### src/rtl/sdram_cmd_arbiter_pkg.sv
// Shared SDRAM definitions: command encodings, bus width defaults and the arbiter's
// one-hot state encoding.
package sdram_cmd_arbiter_pkg;

  localparam int unsigned SDRAM_ADDR_WIDTH_DEF = 12;
  localparam int unsigned SDRAM_BANK_WIDTH_DEF = 2;

  // {CS_N, RAS_N, CAS_N, WE_N}
  localparam logic [3:0] COMMAND_MRS   = 4'b0000;
  localparam logic [3:0] COMMAND_REF   = 4'b0001;
  localparam logic [3:0] COMMAND_PRE   = 4'b0010;
  localparam logic [3:0] COMMAND_ACT   = 4'b0011;
  localparam logic [3:0] COMMAND_WRITE = 4'b0100;
  localparam logic [3:0] COMMAND_READ  = 4'b0101;
  localparam logic [3:0] COMMAND_NOP   = 4'b0111;

  typedef enum logic [5:0] {
    StIdle = 6'b000001,
    StInit = 6'b000010,
    StArb  = 6'b000100,
    StArf  = 6'b001000,
    StRd   = 6'b010000,
    StWr   = 6'b100000
  } arb_state_e;

  function automatic logic is_busy(arb_state_e s);
    return (s == StArf) || (s == StWr) || (s == StRd);
  endfunction

endpackage

### src/rtl/sdram_arb_wdt.sv
// Watchdog for the arbiter's ARF/WR/RD states: flags a timeout on the last allowed
// cycle when the granted engine has not reported done.
module sdram_arb_wdt #(
  parameter int unsigned WDT_CYCLES = 1024
) (
  input  logic i_clk,
  input  logic i_rst_n,
  input  logic i_busy,
  input  logic i_done,
  output logic o_timeout
);

  localparam int unsigned CW = (WDT_CYCLES > 2) ? $clog2(WDT_CYCLES) : 1;

  logic [CW-1:0] r_cnt;

  // Counter is zero on the first busy cycle because ARB always precedes a grant.
  always_ff @(posedge i_clk or negedge i_rst_n) begin
    if (!i_rst_n) begin
      r_cnt <= '0;
    end else if (i_busy && !o_timeout) begin
      r_cnt <= r_cnt + 1'b1;
    end else begin
      r_cnt <= '0;
    end
  end

  assign o_timeout = i_busy && !i_done && (r_cnt == CW'(WDT_CYCLES - 1));

endmodule

### src/rtl/sdram_cmd_arbiter.sv
// Arbiter/sequencer for the shared SDRAM command bus (ARF > WR > RD, write-starvation
// guard for reads). Optional watchdog enabled by defining SDRAM_ARB_WDT_EN.
module sdram_cmd_arbiter
  import sdram_cmd_arbiter_pkg::*;
#(
  parameter int unsigned SDRAM_ADDR_WIDTH = SDRAM_ADDR_WIDTH_DEF,
  parameter int unsigned SDRAM_BANK_WIDTH = SDRAM_BANK_WIDTH_DEF,
  parameter int unsigned WR_STARVE_MAX    = 4,
  parameter int unsigned WDT_CYCLES       = 1024
) (
  input  logic                        Sys_clk,
  input  logic                        Rst_n,
  input  logic                        INIT_DONE,
  input  logic [3:0]                  COMMAND_INIT,
  input  logic [SDRAM_ADDR_WIDTH-1:0] INIT_A_ADDR,
  input  logic [SDRAM_BANK_WIDTH-1:0] INIT_BANK_ADDR,
  input  logic                        ARF_req,
  input  logic                        REF_DONE,
  input  logic [3:0]                  COMMAND_REF,
  input  logic [SDRAM_ADDR_WIDTH-1:0] ARF_A_ADDR,
  input  logic [SDRAM_BANK_WIDTH-1:0] ARF_BANK_ADDR,
  input  logic                        WR_req,
  input  logic                        WR_data_done,
  input  logic [3:0]                  COMMAND_WR,
  input  logic [SDRAM_ADDR_WIDTH-1:0] WR_A_ADDR,
  input  logic [SDRAM_BANK_WIDTH-1:0] WR_BANK_ADDR,
  input  logic                        RD_req,
  input  logic                        RD_DATA_DONE,
  input  logic [3:0]                  COMMAND_RD,
  input  logic [SDRAM_ADDR_WIDTH-1:0] RD_A_ADDR,
  input  logic [SDRAM_BANK_WIDTH-1:0] RD_BANK_ADDR,
  output logic                        ARF_access,
  output logic                        WR_access,
  output logic                        RD_access,
  output logic                        Break_req,
  output logic [3:0]                  SDRAM_CMD,
  output logic [SDRAM_ADDR_WIDTH-1:0] SDRAM_A_ADDR,
  output logic [SDRAM_BANK_WIDTH-1:0] SDRAM_BANK_ADDR,
  output logic                        DQ_OE,
  output logic [5:0]                  Arb_state,
  output logic                        Wdt_err
);

  localparam int unsigned SW = (WR_STARVE_MAX > 0) ? $clog2(WR_STARVE_MAX + 1) : 1;

  arb_state_e    r_state;
  logic [SW-1:0] r_starve;
  logic          r_init_seen;

  logic w_arb, w_starved, w_pick_arf, w_pick_wr, w_pick_rd, w_done, w_timeout;

  assign w_arb      = (r_state == StArb);
  assign w_starved  = RD_req && (r_starve >= SW'(WR_STARVE_MAX));
  assign w_pick_arf = w_arb && ARF_req;
  assign w_pick_wr  = w_arb && !ARF_req && WR_req && !w_starved;
  assign w_pick_rd  = w_arb && !ARF_req && !w_pick_wr && RD_req;

  // Only the granted engine's done is honoured.
  always_comb begin
    w_done = 1'b0;
    case (r_state)
      StArf:   w_done = REF_DONE;
      StWr:    w_done = WR_data_done;
      StRd:    w_done = RD_DATA_DONE;
      default: w_done = 1'b0;
    endcase
  end

`ifdef SDRAM_ARB_WDT_EN
  sdram_arb_wdt #(
    .WDT_CYCLES(WDT_CYCLES)
  ) u_wdt (
    .i_clk    (Sys_clk),
    .i_rst_n  (Rst_n),
    .i_busy   (is_busy(r_state)),
    .i_done   (w_done),
    .o_timeout(w_timeout)
  );
`else
  assign w_timeout = 1'b0;
`endif

  always_ff @(posedge Sys_clk or negedge Rst_n) begin
    if (!Rst_n) begin
      r_state     <= StIdle;
      r_starve    <= '0;
      r_init_seen <= 1'b0;
    end else begin
      if (INIT_DONE) r_init_seen <= 1'b1;
      unique case (r_state)
        StIdle: r_state <= StInit;
        StInit: if (INIT_DONE || r_init_seen) r_state <= StArb;
        StArb: begin
          if (w_pick_arf)     r_state <= StArf;
          else if (w_pick_wr) r_state <= StWr;
          else if (w_pick_rd) r_state <= StRd;
          if (w_pick_rd || !RD_req) begin
            r_starve <= '0;
          end else if (w_pick_wr && (r_starve < SW'(WR_STARVE_MAX))) begin
            r_starve <= r_starve + 1'b1;
          end
        end
        StArf, StWr, StRd: if (w_done || w_timeout) r_state <= StArb;
        default: r_state <= StIdle;
      endcase
    end
  end

  always_comb begin
    SDRAM_CMD       = COMMAND_NOP;
    SDRAM_A_ADDR    = '0;
    SDRAM_BANK_ADDR = '0;
    case (r_state)
      StInit: begin
        SDRAM_CMD       = COMMAND_INIT;
        SDRAM_A_ADDR    = INIT_A_ADDR;
        SDRAM_BANK_ADDR = INIT_BANK_ADDR;
      end
      StArf: begin
        SDRAM_CMD       = COMMAND_REF;
        SDRAM_A_ADDR    = ARF_A_ADDR;
        SDRAM_BANK_ADDR = ARF_BANK_ADDR;
      end
      StWr: begin
        SDRAM_CMD       = COMMAND_WR;
        SDRAM_A_ADDR    = WR_A_ADDR;
        SDRAM_BANK_ADDR = WR_BANK_ADDR;
      end
      StRd: begin
        SDRAM_CMD       = COMMAND_RD;
        SDRAM_A_ADDR    = RD_A_ADDR;
        SDRAM_BANK_ADDR = RD_BANK_ADDR;
      end
      default: ;
    endcase
  end

  assign ARF_access = w_pick_arf;
  assign WR_access  = w_pick_wr;
  assign RD_access  = w_pick_rd;
  assign Break_req  = ((r_state == StWr) || (r_state == StRd)) && ARF_req;
  assign DQ_OE      = (r_state == StWr);
  assign Arb_state  = r_state;
  assign Wdt_err    = w_timeout;

endmodule

### config.mk
export PLATFORM = sky130hd
export DESIGN_NAME = sdram_cmd_arbiter
export DESIGN_NICKNAME = d
export VERILOG_FILES = /design/src/rtl/sdram_cmd_arbiter_pkg.sv /design/src/rtl/sdram_arb_wdt.sv /design/src/rtl/sdram_cmd_arbiter.sv
export SDC_FILE = /design/constraint.sdc
export NUM_CORES = 1
export LEC_CHECK = 0
export ABC_AREA = 1
export CORE_MARGIN = 5
export CORE_UTILIZATION = 60
export DETAILED_ROUTE_END_ITERATION = 8
export DONT_BUFFER_PORTS = 1
export PLACE_DENSITY = 0.79
export SYNTH_ARGS = -nofsm -noshare
export SYNTH_HDL_FRONTEND = slang
export SYNTH_HIERARCHICAL = 1
export SYNTH_SLANG_ARGS = --single-unit
### constraint.sdc
create_clock -name Sys_clk -period 1.5 [get_ports Sys_clk]
set_input_delay 0.15 -clock Sys_clk [delete_from_list [all_inputs] [get_ports Sys_clk]]
set_output_delay 0.15 -clock Sys_clk [all_outputs]
set_load 0.01 [all_outputs]
==> impl_results.md, run 1 <==
- Synth Area in Adders: 0.0111
- Largest family of logic cells by synthesized area: simple AND/OR/NAND/NOR gates
- Avg Cell Area, Syn: 6.01 µm²
- Die X: 53.3 µm
- Clock sink total: 10
- Sequential fraction of the synthesis area: 0.224
- Synth Area in Simple Gates: 0.427
- Post-cts sizing count: 71
- Status: did not finish
- Post-synthesis mux area share: 0
- YS warnings: 6
- Num CTS Buffers: 3
- Chip Height: 53.3 µm
- Distinct cells, synth: 25
- Syn Nets: 269
- Initial Util: 0.644
- Postcts setup bufs: 7
- Post-synthesis xor/xnor area fraction: 0
- I/O pin count: around 110
- Number of synthesized register bits: 10
- IO buf count: 0
- Syn Inst Count: between 150 and 200
- RD Place Congestion: 0.882
- H-tree Lvls: 1
- CTS Hold Buffers Added: 2
- Placed inst area: 1370 µm²
- Error: [ERROR DPL-0038] Utilization greater than 100%, impossible to legalize
- Mapped Area: 1120 µm²
- Step where the flow halted: 4_1_cts
- DPL Wire Length: 3250 µm
- Complex-gate fraction of the synthesized area: 0.160
- Row count: 15
- Root Buffer: clkbuf_4
- Clk buf depth: 2
metrics by stage:
stage	setup TNS [ns]	std cells	worst slack, ns
3_5_place_dp	-0.690	239	-0.0611
3_3_place_gp	-0.0105	239	-0.00635
2_1_floorplan	0	187	0.0372
synth_stat cells:
master      n  area (µm²)
nand2_2     1        6.26
nand3_1     4        20.0
dfrtp_1     9         225
nand4_1     8        50.1
buf_4       3        22.5
dfstp_2     1        26.3
ha_1        1        12.5
conb_1      1        3.75
o2111ai_2   1        15.0
inv_1      35         131
and3_2      1        7.51
buf_2       1        5.00
nor3_1      1        5.00
nor2_4      3        33.8
nor2_1     10        37.5
o31ai_1     1        7.51
nand3_2     2        20.0
buf_6       2        22.5
nand2_1    73         274
inv_2       4        15.0
o21ai_0     4        20.0
o2111ai_1  14         123
or2_1       1        6.26
nor2_2      3        18.8
a21oi_1     3        15.0
cell families after synthesis:
kind of cell	Yosys count
adders and majority gates	1
DFF	10
AOI/OAI and AO/OA	23
other	1
and+or+nand+nor	107
buffers and inverters	45
==> inputs of run 2 (changes only) <==
--- a/config.mk
+++ b/config.mk
@@ -6,11 +6,11 @@
 export NUM_CORES = 1
 export LEC_CHECK = 0
 export ABC_AREA = 1
-export CORE_MARGIN = 5
-export CORE_UTILIZATION = 60
+export CORE_AREA = 5 5 66 68
 export DETAILED_ROUTE_END_ITERATION = 8
+export DIE_AREA = 0 0 71 73
 export DONT_BUFFER_PORTS = 1
-export PLACE_DENSITY = 0.79
+export PLACE_DENSITY_LB_ADDON = 0.15
 export SYNTH_ARGS = -nofsm -noshare
 export SYNTH_HDL_FRONTEND = slang
 export SYNTH_HIERARCHICAL = 1
==> impl_results.md, run 2 <==
- Status: finished with violations
- Failing checks: negative setup slack
- DPL Wire Length: 3350 µm
- TritonCTS clock tree: done
- Post-synth top area share: 0.244
- Async SR Flop Fraction: 1.00
- Nets: 316
- P per Cell Area: 1090 nW/µm²
- Kind of cell adding the most delay to the critical path: flip-flops
- Final WS setup: -0.267 ns
- RD Place Congestion: 0.762
- Worst Path Buf+Inv: 2
- Met2 GRT Util: 0.321
- Vias in the first global route: 1502
- Remaining DRCs: 0
- Hold/Removal Path Class: in -> reg
- Mapped Area: ~1100 µm²
- Row count: 23
- Area delta synth->final: 61.2%
- Worst path arrival time: approximately 1.6 ns
- Avg Cell Area, Syn: 6.01 µm²
- Crit. End Element: primary output
- Post-DRT Antenna Nets: 0
- Vias/cell: 5.07
- IO buf count: 0
- Leakage: between 0.8 and 0.9 nW
- Die X: 71 µm
- Worst path required time: 1.35 ns
- Chip Height: 73 µm
- Comb power frac: 0.615
- Design Area, Final: between 1500 and 2000 µm²
- Final Hold Viols: 0
- Psw: 0.829 mW
- Sw frac: 0.420
- Initial Util: 0.296
- F_max: 566 MHz
- DR pass1 iterations: 5
- Tmin final: ~1.8 ns
- Initial DRC count: 44
- Core Area: 3800 µm²
- YS warnings: 6
- Pin count of the biggest net entering global routing: 14
- Final worst path period share: 1.18
- First-pass GRT wire length: roughly 7100 µm
- Seq pwr share: 0.210
- EDFF count, synth: 0
- Total wire length: 4680 µm
- GRT Max-Usage Layer: met2
- Most common cell after layout, fill and taps aside: nand2_1
- Clk_skew: 0.000590 ns
- RSZ-0062 raised after global routing: true
- Tot GR Track Use: 0.170
- Top post-synthesis cells by area: nand2_1, dfrtp_1, inv_1
- Setup violators final: 27
- Pint: 1.14 mW
- # Max-Cap Violations: 0
- Filler cell count: 400
- Power Total: 1.97 mW
- Post-synth top cells: nand2_1, inv_1, o2111ai_1, nor2_1, dfrtp_1
- Clk pwr share: 0.174
- Clock sink total: 10
- Root Buffer: clkbuf_8
- Antenna violations before repair: 0
- I/O pin count: 111
- Num CTS Buffers: 3
- Max FFs per register: 6
- Met1 Use GR: 0.186
- Reg clk slew, reported paths: about 0.05 ns
- H-tree Lvls: 1
- CP startpoint: Arb_state[0]$_DFFE_PN1P_
- Sequential fraction of the synthesis area: 0.224
- Clk buf depth: 2
- Ant diodes: 0
- Placed inst area: about 1400 µm²
- WL/cell: ~17 µm
- Crit Path Class: reg -> out
- Largest stage delay, worst path: 0.57 ns
- Crit path launch type: flip-flop
- Grt total ovfl: 0
- Syn Nets: 269
- Critical path fanouts, max: 8
- Final core occ: 0.477
- Fin. max-slew vios: 0
- HP Start: RD_req
- Cell with the most instances after synthesis: nand2_1
- Number of synthesized register bits: 10
- Syn Inst Count: 187
- Biggest area consumer among synthesized cells: nand2_1
- Worst path cell trace: nor2_4 > nand3_4 > clkinvlp_4 > nand2_1 > o2111ai_1 > buf_4
- Vias post-DR: about 1400
- Critical path's slowest cell: dfstp_2
- Clk_lat worst skew: 0.24 ns
- Setup WS pre-CTS: -0.123 ns
- Die area: 5180 µm²
- M3 GR Usage: 0.0441
- Layout cells sized above 1: 0.433
- Worst R2R Start: Arb_state[2]$_DFFE_PN0P_
- VDD IR max: 651 µV
- Distinct cells, synth: 25
- Most frequent cells in the layout: nand2_1, buf_4, inv_1
- Synth Flop Type: dfrtp_1
[run 2: cell counts after synthesis]
Identical to the previous run, type by type.
[run 2: layout make-up]
cell class	count	area [µm²]	share of cell area
Sequential cell	10	254	0.140
Timing Repair inverter	3	22.5	0.0124
Clock buffer	4	55.1	0.0304
Tap cell	50	62.6	0.0345
Inverter	39	156	0.0863
Timing Repair Buffer	45	392	0.216
Multi-Input combinational cell	132	870	0.480
[run 2: repair_timing]
item | 4_1_cts | 5_1_grt
endpoints found under the setup margin | 27 | 30
hold buffers | 1 | 0
pin swaps | 8 | 16
resized for setup | 36 | 24
buffers inserted | 10 | 8
gates cloned | 3 | 0
hold endpoints to repair | 10 | 0
[run 2: final timing paths]
kind	endpoint	slack [ns]	cells past startpoint
worst min-delay path	r_starve[1]$_DFFE_PN0P_	0.05	2
worst max register to register	Arb_state[5]$_DFFE_PN0P_	-0.15	11
worst max-delay path	SDRAM_A_ADDR[4]	-0.27	6
worst min register to register	r_init_seen$_DFFE_PN0P_	0.48	2
max in group asynchronous	Arb_state[4]$_DFFE_PN0P_	0.83	1
min in group asynchronous	r_starve[0]$_DFFE_PN0P_	0.31	1
[run 2: metrics by stage]
step	instances	setup TNS, ns	hold WS, ns
2_1_floorplan	187	0	-0.146
3_3_place_gp	257	-0.00480	-0.145
3_5_place_dp	257	-1.09	-0.145
4_1_cts	275	-4.16	0.0488
5_1_grt	283	-7.26	0.0591
6_report	283	-4.85	0.0511
[run 2: power by group through the flow]
stage          clock [mW]  combinational, mW  sequential [mW]
2_1_floorplan           0              0.522            0.431
3_3_place_gp            0              0.842            0.415
3_5_place_dp            0              0.862            0.416
4_1_cts             0.348               1.09            0.410
5_1_grt             0.366               1.31            0.427
6_report            0.343               1.21            0.415
[run 2: cell families after synthesis]
kind of cell,share of synthesized area
simple gates,0.427
fa+ha+maj,0.0111
buf+inv,0.175
flops,0.224
other cells,0.00334
compound gates,0.160
[run 2: layer usage]
metal,up-vias,share of wire
li1,690,-
met1,669,0.38
met2,68,0.54
met3,8,0.068
met4,0,0.011
met5,-,0
Power figures use the tool's default switching activity.
==> inputs of run 3 (changes only) <==
--- a/config.mk
+++ b/config.mk
@@ -5,8 +5,8 @@
 export SDC_FILE = /design/constraint.sdc
 export NUM_CORES = 1
 export LEC_CHECK = 0
-export ABC_AREA = 1
 export CORE_AREA = 5 5 66 68
+export CTS_BUF_LIST = sky130_fd_sc_hd__clkbuf_16
 export DETAILED_ROUTE_END_ITERATION = 8
 export DIE_AREA = 0 0 71 73
 export DONT_BUFFER_PORTS = 1
==> impl_results.md, run 3 <==
- Status: finished with violations
- Failing checks: negative setup slack
- Die area: 5180 µm²
- # Max-Cap Violations: 0
- F_max: approximately 500 MHz
- First-pass GRT wire length: 6510 µm
- Num CTS Buffers: 3
- Final Hold Viols: 0
- Worst Path Buf+Inv: 1
- Critical path's slowest cell: or4_4
- Total wire length: 4220 µm
- VDD IR max: 705 µV
- Core Area: 3800 µm²
- I/O pin count: roughly 110
- Grt total ovfl: 0
- Clk_skew: 0.00124 ns
- H-tree Lvls: 1
- Crit. End Element: primary output
- Post-synth top cells: a22oi_1, nand2_1, a22oi_2, dfrtp_1, nor2_1
- Cell Count Post-Placement: 209
- IO buf count: 0
- Initial Util: 0.306
- Avg Cell Area, Syn: approximately 8.3 µm²
- Vias/cell: approximately 6.0
- Cell with the most instances after synthesis: a22oi_1
- Syn Inst Count: 140
- Post-synth top area share: 0.194
- Design Area, Final: 1760 µm²
- Synth Flop Type: dfrtp_1
- P per Cell Area: about 1400 nW/µm²
- Post-DRT Antenna Nets: 0
- RD Place Congestion: 0.762
- Nets: 256
- DR pass1 iterations: 4
- Leakage: 0.706 nW
- Syn Nets: roughly 220
- Largest stage delay, worst path: 0.55 ns
- WL/cell: 18.9 µm
- DPL Wire Length: 3300 µm
- RSZ-0062 raised after global routing: true
- Fin. max-slew vios: 0
- Biggest area consumer among synthesized cells: dfrtp_1
- EDFF count, synth: 0
- Pin count of the biggest net entering global routing: 20
- Chip Height: approximately 73 µm
- Remaining DRCs: 0
- Worst path required time: 1.35 ns
- Ant diodes: 0
- Setup TNS: -12.19 ns
- Layout cells sized above 1: 0.497
- Antenna violations before repair: 0
- Clk_lat worst skew: approximately 0.23 ns
- YS warnings: 6
- Max FFs per register: 6
- Setup violators final: 30
- Die X: 71 µm
- Worst path arrival time: around 1.9 ns
- Crit Path Class: reg -> out
- Mapped Area: around 1200 µm²
- Filler cell count: 365
- Tot GR Track Use: 0.153
- Kind of cell adding the most delay to the critical path: simple AND/OR/NAND/NOR gates
- Sequential fraction of the synthesis area: 0.216
- Area delta synth->final: 51.7%
- Critical path fanouts, max: 19
- Async SR Flop Fraction: 1.00
- Clock sink total: 10
- Final WS setup: -0.512 ns
- Vias in the first global route: 1385
- Layout Cells excl Fill: 223
- Vias post-DR: 1332
- Hold/Removal Path Class: in -> reg
- Number of synthesized register bits: 10
- Clk buf depth: 2
- Most frequent cells in the layout: buf_4, a22oi_1, nand2_1
- Tmin final: around 2.0 ns
- Setup WS pre-CTS: -0.351 ns
- Initial DRC count: between 40 and 50
- Distinct cells, synth: 44
- TritonCTS clock tree: done
- Worst path cell trace: or4_4 > nor3b_4 > buf_12 > a22oi_1 > nand3_1
- Top post-synthesis cells by area: dfrtp_1, a22oi_1, a22oi_2
- Final worst path period share: 1.34
- Most common cell after layout, fill and taps aside: buf_4
- Root Buffer: clkbuf_16
- Reg clk slew, reported paths: 0.04 ns
- Row count: 23
- Placed inst area: 1460 µm²
- Crit path launch type: flip-flop
- Power Total: 2.54 mW
==> run 3: cell types whose count changed after synthesis, moves of 8 or more <==
| cell | change |
|---|---|
| nand4_1 | -8 |
| a22oi_2 | +9 |
| inv_1 | -32 |
| nand2_1 | -51 |
| o2111ai_1 | -14 |
| a22oi_1 | +27 |
==> run 3: what timing repair did <==
action	CTS	global route
setup endpoints to repair	30	31
endpoints found under the hold margin	10	0
hold buffers	1	0
gates resized for setup	22	15
pin swaps	12	7
setup buffers	6	4
==> run 3: power by group <==
group / leakage, nW / internal, mW / switching (mW) / total (mW)
combinational: 0.553 / 0.806 / 0.814 / 1.62
sequential: 0.115 / 0.371 / 0.0686 / 0.440
clock: 0.0385 / 0.350 / 0.129 / 0.479
total: 0.706 / 1.53 / 1.01 / 2.54
==> run 3: final timing paths <==
kind / from / end / slack, ns / cells past startpoint
max in group asynchronous: Rst_n / Arb_state[3]$_DFFE_PN0P_ / 0.83 / 1
setup / recovery: Arb_state[2]$_DFFE_PN0P_ / SDRAM_CMD[2] / -0.51 / 5
hold reg to reg: r_init_seen$_DFFE_PN0P_ / r_init_seen$_DFFE_PN0P_ / 0.47 / 1
min in group asynchronous: Rst_n / r_starve[0]$_DFFE_PN0P_ / 0.31 / 1
setup reg to reg: Arb_state[2]$_DFFE_PN0P_ / Arb_state[2]$_DFFE_PN0P_ / -0.43 / 5
hold / removal: REF_DONE / Arb_state[3]$_DFFE_PN0P_ / 0.02 / 1
==> run 3: routing by layer <==
layer	vias up	wire (µm)	track usage
met2	71	2290	0.299
li1	611	-	-
met1	648	1500	0.168
met3	2	413	0.0344
met5	-	0	0
met4	0	12	0.0334
==> run 3: area by class of cell <==
cell class | instances | area (µm²) | area share
multi-input cells | 115 | 961 | 0.545
repair buffers | 41 | 394 | 0.224
flip-flops and latches | 10 | 255 | 0.145
clock buffers | 3 | 75.1 | 0.0426
well taps | 50 | 62.6 | 0.0355
inverters | 3 | 11.3 | 0.00639
clock inverters | 1 | 3.75 | 0.00213
==> run 3: cell families after synthesis <==
logic type	count (synthesis)	synth area share
fa+ha+maj	1	0.0108
buf+inv	15	0.0732
simple gates	56	0.285
compound gates	55	0.396
flops	10	0.216
xor+xnor	2	0.0151
other cells	1	0.00323
==> run 3: through the flow <==
step                hold slack [ns]   util
CTS                          0.0165  0.441
global route                 0.0147  0.464
global placement             -0.145  0.384
finish                       0.0197  0.464
floorplan                    -0.146      -
detailed placement           -0.145  0.384
==> inputs of run 4 (changes only) <==
--- a/config.mk
+++ b/config.mk
@@ -10,6 +10,7 @@
 export DETAILED_ROUTE_END_ITERATION = 8
 export DIE_AREA = 0 0 71 73
 export DONT_BUFFER_PORTS = 1
+export GPL_TIMING_DRIVEN = 0
 export PLACE_DENSITY_LB_ADDON = 0.15
 export SYNTH_ARGS = -nofsm -noshare
 export SYNTH_HDL_FRONTEND = slang
==> impl_results.md, run 4 (synthesis gave the netlist of run 3 again) <==
- Setup WS pre-CTS: -0.610 ns
- Chip Height: 73 µm
- Status: finished with violations
- Crit. End Element: primary output
- Hold Path Stages: 1
- VDD IR max: slightly above 700 µV
- Vias post-DR: roughly 1300
- Layout cells sized above 1: 0.579
- Reg clk slew, reported paths: 0.04 ns
- Placed inst area: 1250 µm²
- Clk pwr share: 0.194
- GRT Max-Usage Layer: met2
- I/O pin count: 111
- Worst R2R Start: Arb_state[2]$_DFFE_PN0P_
- Clock sink total: 10
- Final core occ: 0.460
- Crit path launch type: flip-flop
- Comb power frac: 0.602
- P per Cell Area: 1440 nW/µm²
- Hold slack: 0.00842 ns
- Crit Path Class: reg -> out
- Pin count of the biggest net entering global routing: 11
- Power Total: 2.52 mW
- R2R setup slack: -0.53 ns
- DR pass1 iterations: 4
- Clk_skew: between 0.0007 and 0.0008 ns
- Root Buffer: clkbuf_16
- Total wire length: ~4300 µm
- Psw: between 1 and 1.5 mW
- Num CTS Buffers: 3
- WL/cell: 20.2 µm
- Antenna violations before repair: 0
- Final WS setup: -0.583 ns
- M3 GR Usage: 0.0455
- Nets: between 200 and 250
- Worst path arrival time: slightly below 2 ns
- RD Place Congestion: 0.757
- Area delta synth->final: 50.5%
- Setup violators final: 30
- Vias/cell: about 6.0
- Final worst path period share: 1.39
- H-tree Lvls: 1
- Most common cell after layout, fill and taps aside: a22oi_2
- Met2 GRT Util: 0.298
- RSZ-0062 raised after global routing: true
- Remaining DRCs: 0
- Initial Util: 0.306
- Design Area, Final: 1750 µm²
- RR Endpoint: Arb_state[4]$_DFFE_PN0P_
- Worst-margin pin slew: between 0.6 and 0.7 ns
- Fin. max-slew vios: 0
- Slew headroom: 0.562
- HP Start: REF_DONE
- Tmin final: 2.08 ns
- Vias in the first global route: 1368
- Cell Count Post-Placement: 190
- Failing checks: negative setup slack
- Ant diodes: 0
- Tot GR Track Use: 0.167
- Max FFs per register: 6
- First-pass GRT wire length: 6900 µm
- Reg2reg path depth: 5
- Leakage: 0.647 nW
- Clk buf depth: 2
- Die area: 5180 µm²
- Clk_lat worst skew: ~0.24 ns
- Layout Cells excl Fill: between 200 and 250
- Initial DRC count: 56
- Pint: 1.48 mW
- Hold/Removal Path Class: in -> reg
- DPL Wire Length: between 3000 and 4000 µm
- TritonCTS clock tree: done
- IO buf count: 0
- Grt total ovfl: 0
- Setup TNS: -13.87 ns
- Hold Path End: Arb_state[3]$_DFFE_PN0P_
- Worst path required time: 1.35 ns
- Core Area: 3800 µm²
- Met1 Use GR: 0.188
- Post-DRT Antenna Nets: 0
- # Max-Cap Violations: 0
- Seq pwr share: 0.204
- Sw frac: 0.415
- Final Hold Viols: 0
- Most frequent cells in the layout: a22oi_2, nand2_2, a22oi_1
- Row count: 23
- Critical path fanouts, max: 5
- F_max: between 400 and 500 MHz
- Die X: 71 µm
[run 4: changes by cell type in the layout (fill, tap and decap cells not counted), moves of 2 or more]
cell      change
buf_4        -17
a22oi_1      -10
a22oi_2      +10
nand2_1       -7
nand2_2       +7
buf_12        -2
buf_2         +2
clkbuf_2      +2
dfrtp_1       -2
dfrtp_2       +2
nand3_1       -2
nand3_2       +2
o21ai_0       +2
o21ai_1       -2
[run 4: area by class of cell]
cell class,count,area [µm²]
clock buffers,3,75.1
clock inverters,1,3.75
flip-flops and latches,10,258
multi-input cells,115,1030
well taps,50,62.6
inverters,3,11.3
plain buffers,11,96.3
fillers,354,2050
repair buffers,21,215
[run 4: worst max-delay path, cell delays in order, from the launching register on]
cell     delay (ns)
dfrtp_2        0.46
or4_4          0.58
nor3b_4        0.19
buf_6          0.15
buf_6          0.12
a22oi_1        0.08
nand2_2        0.11
[run 4: worst max path at each step]
stage	startpoint	to	slack, ns	cells after the start
2_1_floorplan	Arb_state[2]$_DFFE_PN0P_	SDRAM_A_ADDR[0]	-0.37	5
3_3_place_gp	Arb_state[2]$_DFFE_PN0P_	SDRAM_A_ADDR[1]	-0.58	5
3_5_place_dp	Arb_state[2]$_DFFE_PN0P_	SDRAM_A_ADDR[4]	-0.61	5
4_1_cts	Arb_state[2]$_DFFE_PN0P_	SDRAM_A_ADDR[4]	-0.61	6
5_1_grt	Arb_state[4]$_DFFE_PN0P_	SDRAM_CMD[0]	-0.64	5
6_report	Arb_state[5]$_DFFE_PN0P_	SDRAM_A_ADDR[4]	-0.58	6
[run 4: layer usage]
| layer | vias up | share of wire |
|---|---|---|
| met2 | 68 | 0.51 |
| met3 | 8 | 0.099 |
| met4 | 0 | 0.020 |
| li1 | 596 | - |
| met1 | 605 | 0.37 |
| met5 | - | 0 |
[run 4: power by group through the flow]
| stage | clock network (mW) | registers [mW] | logic (mW) |
|---|---|---|---|
| 3_5_place_dp | 0 | 0.517 | 0.971 |
| 3_3_place_gp | 0 | 0.516 | 0.951 |
| 6_report | 0.489 | 0.515 | 1.52 |
| 2_1_floorplan | 0 | 0.476 | 0.831 |
| 4_1_cts | 0.491 | 0.514 | 1.47 |
| 5_1_grt | 0.520 | 0.531 | 1.66 |
[run 4: what timing repair did]
| item | in CTS | in global routing |
|---|---|---|
| hold buffers | 1 | 0 |
| pin swaps | 13 | 17 |
| cloned | 1 | 1 |
| hold endpoints to repair | 10 | 0 |
| gates resized for setup | 48 | 14 |
| setup buffers | 18 | 0 |
| setup endpoints to repair | 32 | 32 |
